--- src/rtl/tube_pkg.sv ---
// Shared definitions for the 8-digit multiplexed 7-segment scan bus:
// segment/select codes, decoded symbols, error codes and decoder FSM states.
package tube_pkg;

  localparam logic [7:0] SEG_D0 = 8'hC0;
  localparam logic [7:0] SEG_D1 = 8'hF9;
  localparam logic [7:0] SEG_DM = 8'hBF;

  localparam logic [7:0] SEL_B1 = 8'hFE;
  localparam logic [7:0] SEL_B2 = 8'hFD;
  localparam logic [7:0] SEL_B3 = 8'hFB;
  localparam logic [7:0] SEL_B4 = 8'hF7;
  localparam logic [7:0] SEL_B5 = 8'hEF;
  localparam logic [7:0] SEL_B6 = 8'hDF;
  localparam logic [7:0] SEL_B7 = 8'hBF;
  localparam logic [7:0] SEL_B8 = 8'h7F;

  typedef enum logic [1:0] {
    ZERO  = 2'd0,
    ONE   = 2'd1,
    MINUS = 2'd2,
    BAD   = 2'd3
  } symbol_t;

  typedef enum logic [2:0] {
    ERR_NONE    = 3'd0,
    ERR_SEL     = 3'd1,
    ERR_SEG     = 3'd2,
    ERR_ORDER   = 3'd3,
    ERR_FMT     = 3'd4,
    ERR_TIMEOUT = 3'd5
  } err_t;

  typedef enum logic {
    HUNT    = 1'b0,
    CAPTURE = 1'b1
  } fsm_t;

  function automatic symbol_t decode_seg(input logic [7:0] seg);
    symbol_t s;
    case (seg)
      SEG_D0:  s = ZERO;
      SEG_D1:  s = ONE;
      SEG_DM:  s = MINUS;
      default: s = BAD;
    endcase
    return s;
  endfunction

  // Occupied slots always fill from B1 upward, so only thermometer masks are legal.
  function automatic logic slot_mask_ok(input logic [3:0] mask);
    logic ok;
    case (mask)
      4'b0000, 4'b0001, 4'b0011, 4'b0111, 4'b1111: ok = 1'b1;
      default:                                     ok = 1'b0;
    endcase
    return ok;
  endfunction

endpackage

--- src/rtl/tube_input_filter.sv ---
// Synchronizes the scan bus, waits for a settled digit and decodes its
// position and symbol; accept pulses once per stable run.
module tube_input_filter
  import tube_pkg::*;
#(
  parameter int SETTLE_CYCLES = 64
) (
  input  logic       CLK,
  input  logic       RESET,
  input  logic [7:0] seg,
  input  logic [7:0] sel,
  output logic       accept,
  output logic [2:0] pos,
  output symbol_t    sym,
  output logic       sel_bad
);

  localparam int CW = $clog2(SETTLE_CYCLES + 1);

  logic [15:0]   sync1;
  logic [15:0]   sync2;
  logic [15:0]   prev;
  logic [CW-1:0] run_cnt;
  logic [7:0]    prev_seg;
  logic [7:0]    prev_sel;

  // The counter saturates past the accept value so a long dwell accepts only once.
  always_ff @(posedge CLK or posedge RESET) begin
    if (RESET) begin
      sync1   <= '0;
      sync2   <= '0;
      prev    <= '0;
      run_cnt <= '0;
    end else begin
      sync1 <= {seg, sel};
      sync2 <= sync1;
      prev  <= sync2;
      if (sync2 != prev) begin
        run_cnt <= '0;
      end else if (run_cnt != CW'(SETTLE_CYCLES)) begin
        run_cnt <= run_cnt + CW'(1);
      end
    end
  end

  // Decode from prev: it holds exactly the value the run counter has vouched for.
  assign prev_seg = prev[15:8];
  assign prev_sel = prev[7:0];
  assign accept   = (run_cnt == CW'(SETTLE_CYCLES - 1));
  assign sel_bad  = ($countones(~prev_sel) != 1);
  assign sym      = decode_seg(prev_seg);

  always_comb begin
    pos = '0;
    for (int i = 0; i < 8; i++) begin
      if (!prev_sel[i]) begin
        pos = 3'(i);
      end
    end
  end

endmodule

--- src/rtl/tube_frame_decoder.sv ---
// Rebuilds state, user sequence and slot mask from the scanned display,
// flags malformed scans and holds the last good frame.
module tube_frame_decoder
  import tube_pkg::*;
#(
  parameter int SETTLE_CYCLES  = 64,
  parameter int TIMEOUT_CYCLES = 262144
) (
  input  logic       CLK,
  input  logic       RESET,
  input  logic [7:0] seg_in,
  input  logic [7:0] sel_in,
  output logic [3:0] state_out,
  output logic [3:0] seq_out,
  output logic [3:0] slots_out,
  output logic       frame_valid,
  output logic       frame_err,
  output logic [2:0] err_code,
  output logic       locked
);

  localparam int TW = $clog2(TIMEOUT_CYCLES);

  logic       accept;
  logic [2:0] pos;
  symbol_t    sym;
  logic       sel_bad;

  tube_input_filter #(
    .SETTLE_CYCLES(SETTLE_CYCLES)
  ) u_filter (
    .CLK    (CLK),
    .RESET  (RESET),
    .seg    (seg_in),
    .sel    (sel_in),
    .accept (accept),
    .pos    (pos),
    .sym    (sym),
    .sel_bad(sel_bad)
  );

  fsm_t          state, state_nx;
  logic [2:0]    exp_pos, exp_nx;
  symbol_t       frame_buf [8];
  symbol_t       buf_nx [8];
  logic [TW-1:0] tmo_cnt, tmo_nx;
  logic [3:0]    state_out_nx, seq_out_nx, slots_out_nx;
  logic          frame_valid_nx, frame_err_nx;
  logic [2:0]    err_code_nx;

  symbol_t       cand [8];
  logic [3:0]    cand_state, cand_seq, cand_slots;
  logic          cand_ok;
  err_t          err;

  // Candidate frame as it would look with the digit now being accepted as B8.
  always_comb begin
    cand       = frame_buf;
    cand[7]    = sym;
    cand_state = '0;
    cand_seq   = '0;
    cand_slots = '0;
    cand_ok    = 1'b1;
    for (int i = 0; i < 4; i++) begin
      cand_slots[i] = (cand[i] != MINUS);
      cand_seq[i]   = (cand[i] == ONE);
      cand_state[i] = (cand[4+i] == ONE);
      if (cand[4+i] != ZERO && cand[4+i] != ONE) begin
        cand_ok = 1'b0;
      end
    end
    if (!slot_mask_ok(cand_slots)) begin
      cand_ok = 1'b0;
    end
  end

  always_ff @(posedge CLK or posedge RESET) begin
    if (RESET) begin
      state       <= HUNT;
      exp_pos     <= '0;
      frame_buf   <= '{default: ZERO};
      tmo_cnt     <= '0;
      state_out   <= '0;
      seq_out     <= '0;
      slots_out   <= '0;
      frame_valid <= 1'b0;
      frame_err   <= 1'b0;
      err_code    <= '0;
    end else begin
      state       <= state_nx;
      exp_pos     <= exp_nx;
      frame_buf   <= buf_nx;
      tmo_cnt     <= tmo_nx;
      state_out   <= state_out_nx;
      seq_out     <= seq_out_nx;
      slots_out   <= slots_out_nx;
      frame_valid <= frame_valid_nx;
      frame_err   <= frame_err_nx;
      err_code    <= err_code_nx;
    end
  end

  // Error checks are ordered so the highest-priority cause wins within one accept.
  always_comb begin
    state_nx       = state;
    exp_nx         = exp_pos;
    buf_nx         = frame_buf;
    tmo_nx         = tmo_cnt;
    state_out_nx   = state_out;
    seq_out_nx     = seq_out;
    slots_out_nx   = slots_out;
    frame_valid_nx = 1'b0;
    frame_err_nx   = 1'b0;
    err_code_nx    = err_code;
    err            = ERR_NONE;

    case (state)
      HUNT: begin
        tmo_nx = '0;
        if (accept && !sel_bad && pos == 3'd0 && sym != BAD) begin
          buf_nx[0] = sym;
          exp_nx    = 3'd1;
          state_nx  = CAPTURE;
        end
      end
      CAPTURE: begin
        if (accept) begin
          tmo_nx = '0;
          if (sel_bad) begin
            err = ERR_SEL;
          end else if (sym == BAD) begin
            err = ERR_SEG;
          end else if (pos == exp_pos) begin
            buf_nx[pos] = sym;
            exp_nx      = exp_pos + 3'd1;
            if (pos == 3'd7) begin
              if (cand_ok) begin
                state_out_nx   = cand_state;
                seq_out_nx     = cand_seq;
                slots_out_nx   = cand_slots;
                frame_valid_nx = 1'b1;
                err_code_nx    = ERR_NONE;
              end else begin
                err = ERR_FMT;
              end
            end
          end else if (pos == exp_pos - 3'd1) begin
            buf_nx[pos] = sym;
          end else begin
            err = ERR_ORDER;
          end
        end else if (tmo_cnt == TW'(TIMEOUT_CYCLES - 1)) begin
          err = ERR_TIMEOUT;
        end else begin
          tmo_nx = tmo_cnt + TW'(1);
        end

        if (err != ERR_NONE) begin
          frame_err_nx = 1'b1;
          err_code_nx  = err;
          state_nx     = HUNT;
          exp_nx       = '0;
          tmo_nx       = '0;
        end
      end
      default: state_nx = HUNT;
    endcase
  end

  assign locked = (state == CAPTURE);

endmodule

--- config.mk ---
export PLATFORM = sky130hd
export DESIGN_NAME = tube_frame_decoder
export DESIGN_NICKNAME = d
export VERILOG_FILES = /design/src/rtl/tube_pkg.sv /design/src/rtl/tube_input_filter.sv /design/src/rtl/tube_frame_decoder.sv
export SDC_FILE = /design/constraint.sdc
export NUM_CORES = 1
export LEC_CHECK = 0
export BUFFER_PORTS_ARGS = -buffer_cell sky130_fd_sc_hd__buf_4
export CORE_UTILIZATION = 58
export DETAILED_ROUTE_END_ITERATION = 12
export HOLD_SLACK_MARGIN = 0.1
export PLACE_DENSITY = 0.86
export SKIP_LAST_GASP = 1
export SLEW_MARGIN = 20
export SYNTH_ARGS = -nofsm -noshare
export SYNTH_HDL_FRONTEND = slang
export SYNTH_HIERARCHICAL = 1
export SYNTH_SLANG_ARGS = --single-unit
--- constraint.sdc ---
create_clock -name CLK -period 4.4 [get_ports CLK]
set_input_delay 0.88 -clock CLK [delete_from_list [all_inputs] [get_ports CLK]]
set_output_delay 0.88 -clock CLK [all_outputs]
set_load 0.005 [all_outputs]
==> flow_summary_export.csv <==
group,metric,value,unit
placed_design,port_buffers,35,
yosys,synth_cell_types,52,
final_layout,most-common-layout-cells,"dfrtp_1, nor2_1, buf_4, xor2_1, inv_1",
yosys,synth.area.mux_share,6.43,%
detailed_routing,drt_pass1_iterations,4,
yosys,synth.avg_cell_area,12.0,um2
final_layout,stdcell_area,5180,um2
sta,min_period,3940,ps
yosys,synth_xor_area_share,8.01,%
sta,fmax,0.254,GHz
die,rows,32,
placed_design,placed_area,5020,um2
worst_setup_path,max_stage_delay,480,ps
yosys,synth_edf_count,0,
die,initial_core_util,60.1,%
power,switching_share,23.3,%
sta,relSlewSlack,40.8,%
die,die_area,8410,um2
yosys,synthDominantCellAreaShare,57.9,%
detailed_routing,wl_per_cell,14.5,um
sta,finClkSkew,11.0,ps
final_layout,layout_commonest_cell,"dfrtp_1",
power,comb_power_share,5.6,%
yosys,ys_seq_elements,108,
clock_tree,numClockSinks,108,
sta,final-hold-violation-count,0,
die,die_x,91.7,um
yosys,synth_area,4670,um2
worst_setup_path,cp.arrival,4190,ps
detailed_routing,wl,7700,um
yosys,netlist_instances,389,
status,status,"finished, final reports clean",
global_route,grt_pass1_vias,3066,
worst_setup_path,required,4650,ps
power,pwr-share-clk,31.3,%
sta,post-route-period-util,89.5,%
run,cap_violations,0,
yosys,netlist_top_cells_area,"dfrtp_1, mux2_2, xor2_1",
global_route,track_usage,21.0,%
detailed_routing,via_count,2909,
final_layout,seqCellArea,2700,um2
final_layout,nNetsFinal,458,
worst_hold_path,hold_class,"register to register",
power,power_density,315,nW/um2
sta,worst_pin_slew,887,ps
final_layout,num-fill-cells,610,
power,switchingPower,0.000380,W
placed_design,gpl.final_weighted_congestion,0.823,
placed_design,dp_hpwl,5520,um
clock_tree,cts_root_buffer,"clkbuf_8",
sta,report.final.slew_viol_count,0,
sta,rsz0062_at_grt,"no",
power,p_leak,2.39,nW
final_layout,syn2layout_area_growth,10.9,%
detailed_routing,first_iter_violations,107,
clock_tree,cts_tree,"yes",
worst_setup_path,worstPathBufferInverterCount,2,
final_layout,multiInputGateArea,1820,um2
yosys,yosysSeqAreaShare,57.9,%
yosys,synth_nets,420,
clock_tree,htree_levels,3,
yosys,synth-compound-area-share,4.93,%
die,dieHeight,91.7,um
yosys,ys_warn_count,6,
clock_tree,clock_latency,370,ps
yosys,yosys.area_share.simple,15.4,%
worst_setup_path,crit_type,"register to register",
global_route,grt_pass1_wl,13700,um
power,p_seq_share,63.1,%
power,finalPower,0.00163,W
detailed_routing,viasPerCell,5.47,
global_route,grt_start_max_net_pins,56,
detailed_routing,ant_nets,0,
worst_setup_path,crit_slowest_cell,"fa_1",
clock_tree,clk_pin_slew_worst_paths,90,ps
placed_design,dp_cells,518,
yosys,synth_top_family_by_area,"simple AND/OR/NAND/NOR gates",
worst_setup_path,path_cells,"inv_1, fa_1, ha_1, ha_1, inv_1, fa_1, a211oi_1, mux2_2, nand3_1, nor2b_1, nand2_1, nor3_1, and3_2, mux2_2",
final_layout,n_antenna_cell,0,
clock_tree,cts_buffers,9,
global_route,antenna_found_initial,0,
yosys,synth_top_flop_cell,"dfrtp_1",
power,ir_worst_vdd,248,uV
yosys,async_flop_share,100,%
worst_setup_path,cp_max_fo,12,
clock_tree,clock_path_buffers,2,
final_layout,instances_no_fill,532,
final_layout,drive_above_1_share,20.0,%
power,internal-power,0.00125,W
yosys,synth_fa_ha_area_share,4.13,%
global_route,grt_overflow,0,
worst_setup_path,cp-start-kind,"register",
final_layout,final_util,66.7,%
detailed_routing,drc_errors,0,
worst_setup_path,cpLargestDelayFamily,"adder cells",
worst_setup_path,endpoint_kind,"register",
yosys,yosys.area.top_type,"dfrtp_1",
die,ios,36,
sta,setup_viol,0,
die,core_area,7770,um2
clock_tree,post_cts_buffers,0,
sta,tns,0,ps
-- state kept, by name (all words and copies together) (netlist names) --
| name | count |
|---|---|
| tmo_cnt | 18 |
| u_filter/prev | 16 |
| u_filter/sync1 | 16 |
| u_filter/sync2 | 16 |
| cand | 14 |
| u_filter/run_cnt | 7 |
| seq_out | 4 |
| slots_out | 4 |
| state_out | 4 |
| err_code | 3 |
| exp_pos | 3 |
| frame_err | 1 |
| frame_valid | 1 |
| locked | 1 |
-- per-layer routing --
metal | GRT usage [%] | vias to the layer above | wire length (um)
li1 | - | 1393 | -
met1 | 25.7 | 1432 | 3340
met2 | 35.6 | 66 | 3920
met3 | 3.81 | 18 | 232
met4 | 11.6 | 0 | 207
met5 | 0 | - | 0
-- through the flow --
step	worst slack, ps	hold WS [ps]
floorplan	614	331
global placement	510	331
detailed placement	297	335
CTS	277	356
global route	162	362
finish	461	354
-- worst paths after layout --
check | startpoint | end | slack, ps | depth (start not counted)
setup / recovery | u_filter/prev[4] | slots_out[2] | 460 | 14
hold / removal | u_filter/sync1[1] | u_filter/sync2[1] | 350 | 0
setup reg to reg | u_filter/prev[4] | slots_out[2] | 460 | 14
hold reg to reg | u_filter/sync1[1] | u_filter/sync2[1] | 350 | 0
max in group asynchronous | RESET | cand[7] | 3180 | 2
min in group asynchronous | RESET | tmo_cnt[1] | 670 | 2
-- timing repair --
item,in CTS,in global routing
resized for setup,0,1
hold buffers,0,0
endpoints found under the setup margin,0,10
endpoints found under the hold margin,0,0
-- cells in the mapped netlist, types with 2 or more instances --
| cell type | number |
|---|---|
| a211oi_1 | 2 |
| nor2b_1 | 11 |
| nor3_1 | 4 |
| nand3_1 | 19 |
| and3_1 | 4 |
| buf_6 | 2 |
| a311oi_1 | 2 |
| nor2_1 | 43 |
| nor4_2 | 4 |
| nor4_1 | 2 |
| dfrtp_1 | 108 |
| nand4_1 | 9 |
| nand2b_1 | 5 |
| o21ai_0 | 6 |
| nand3b_1 | 2 |
| o22ai_1 | 4 |
| mux2i_1 | 3 |
| xnor2_1 | 12 |
| inv_1 | 25 |
| xor2_1 | 28 |
| and2_1 | 3 |
| clkbuf_1 | 6 |
| mux2_1 | 2 |
| mux2_2 | 22 |
| nand2_1 | 15 |
| and4_1 | 2 |
| a21oi_1 | 6 |
| a22oi_1 | 2 |
| fa_1 | 4 |
| ha_1 | 9 |
| or3_1 | 2 |
-- final cells by class --
type | instances | area share, %
Sequential cell | 108 | 52.2
Multi-Input combinational cell | 246 | 35.1
Timing Repair Buffer | 37 | 5.36
Clock buffer | 10 | 2.46
Tap cell | 102 | 2.46
Inverter | 25 | 1.86
Clock inverter | 4 | 0.556
-- worst reg2reg max path, stage by stage, from the launching register on --
cell,delay [ps]
dfrtp_1,440
inv_1,90
fa_1,480
ha_1,190
ha_1,290
inv_1,60
fa_1,430
a211oi_1,250
mux2_2,190
nand3_1,70
nor2b_1,160
nand2_1,130
nor3_1,230
and3_2,420
mux2_2,380
-- power groups by stage --
| stage | sequential (W) | clock, W | combinational, W |
|---|---|---|---|
| global placement | 0.00105 | 0 | 0.0000865 |
| CTS | 0.00103 | 0.000528 | 0.0000932 |
| global route | 0.00103 | 0.000561 | 0.000105 |
| floorplan | 0.00104 | 0 | 0.0000667 |
| detailed placement | 0.00105 | 0 | 0.0000927 |
| finish | 0.00103 | 0.000511 | 0.0000905 |
-- cell families (layout without fill, tap and decap cells) --
group / count (synthesis) / count (layout)
buffers and inverters: 35 / 76
AOI/OAI and AO/OA: 33 / 33
muxes: 27 / 27
xor gates and xnor gates: 41 / 41
DFF: 108 / 108
and+or+nand+nor: 132 / 132
adders and majority gates: 13 / 13
Power figures use the tool's default switching activity.
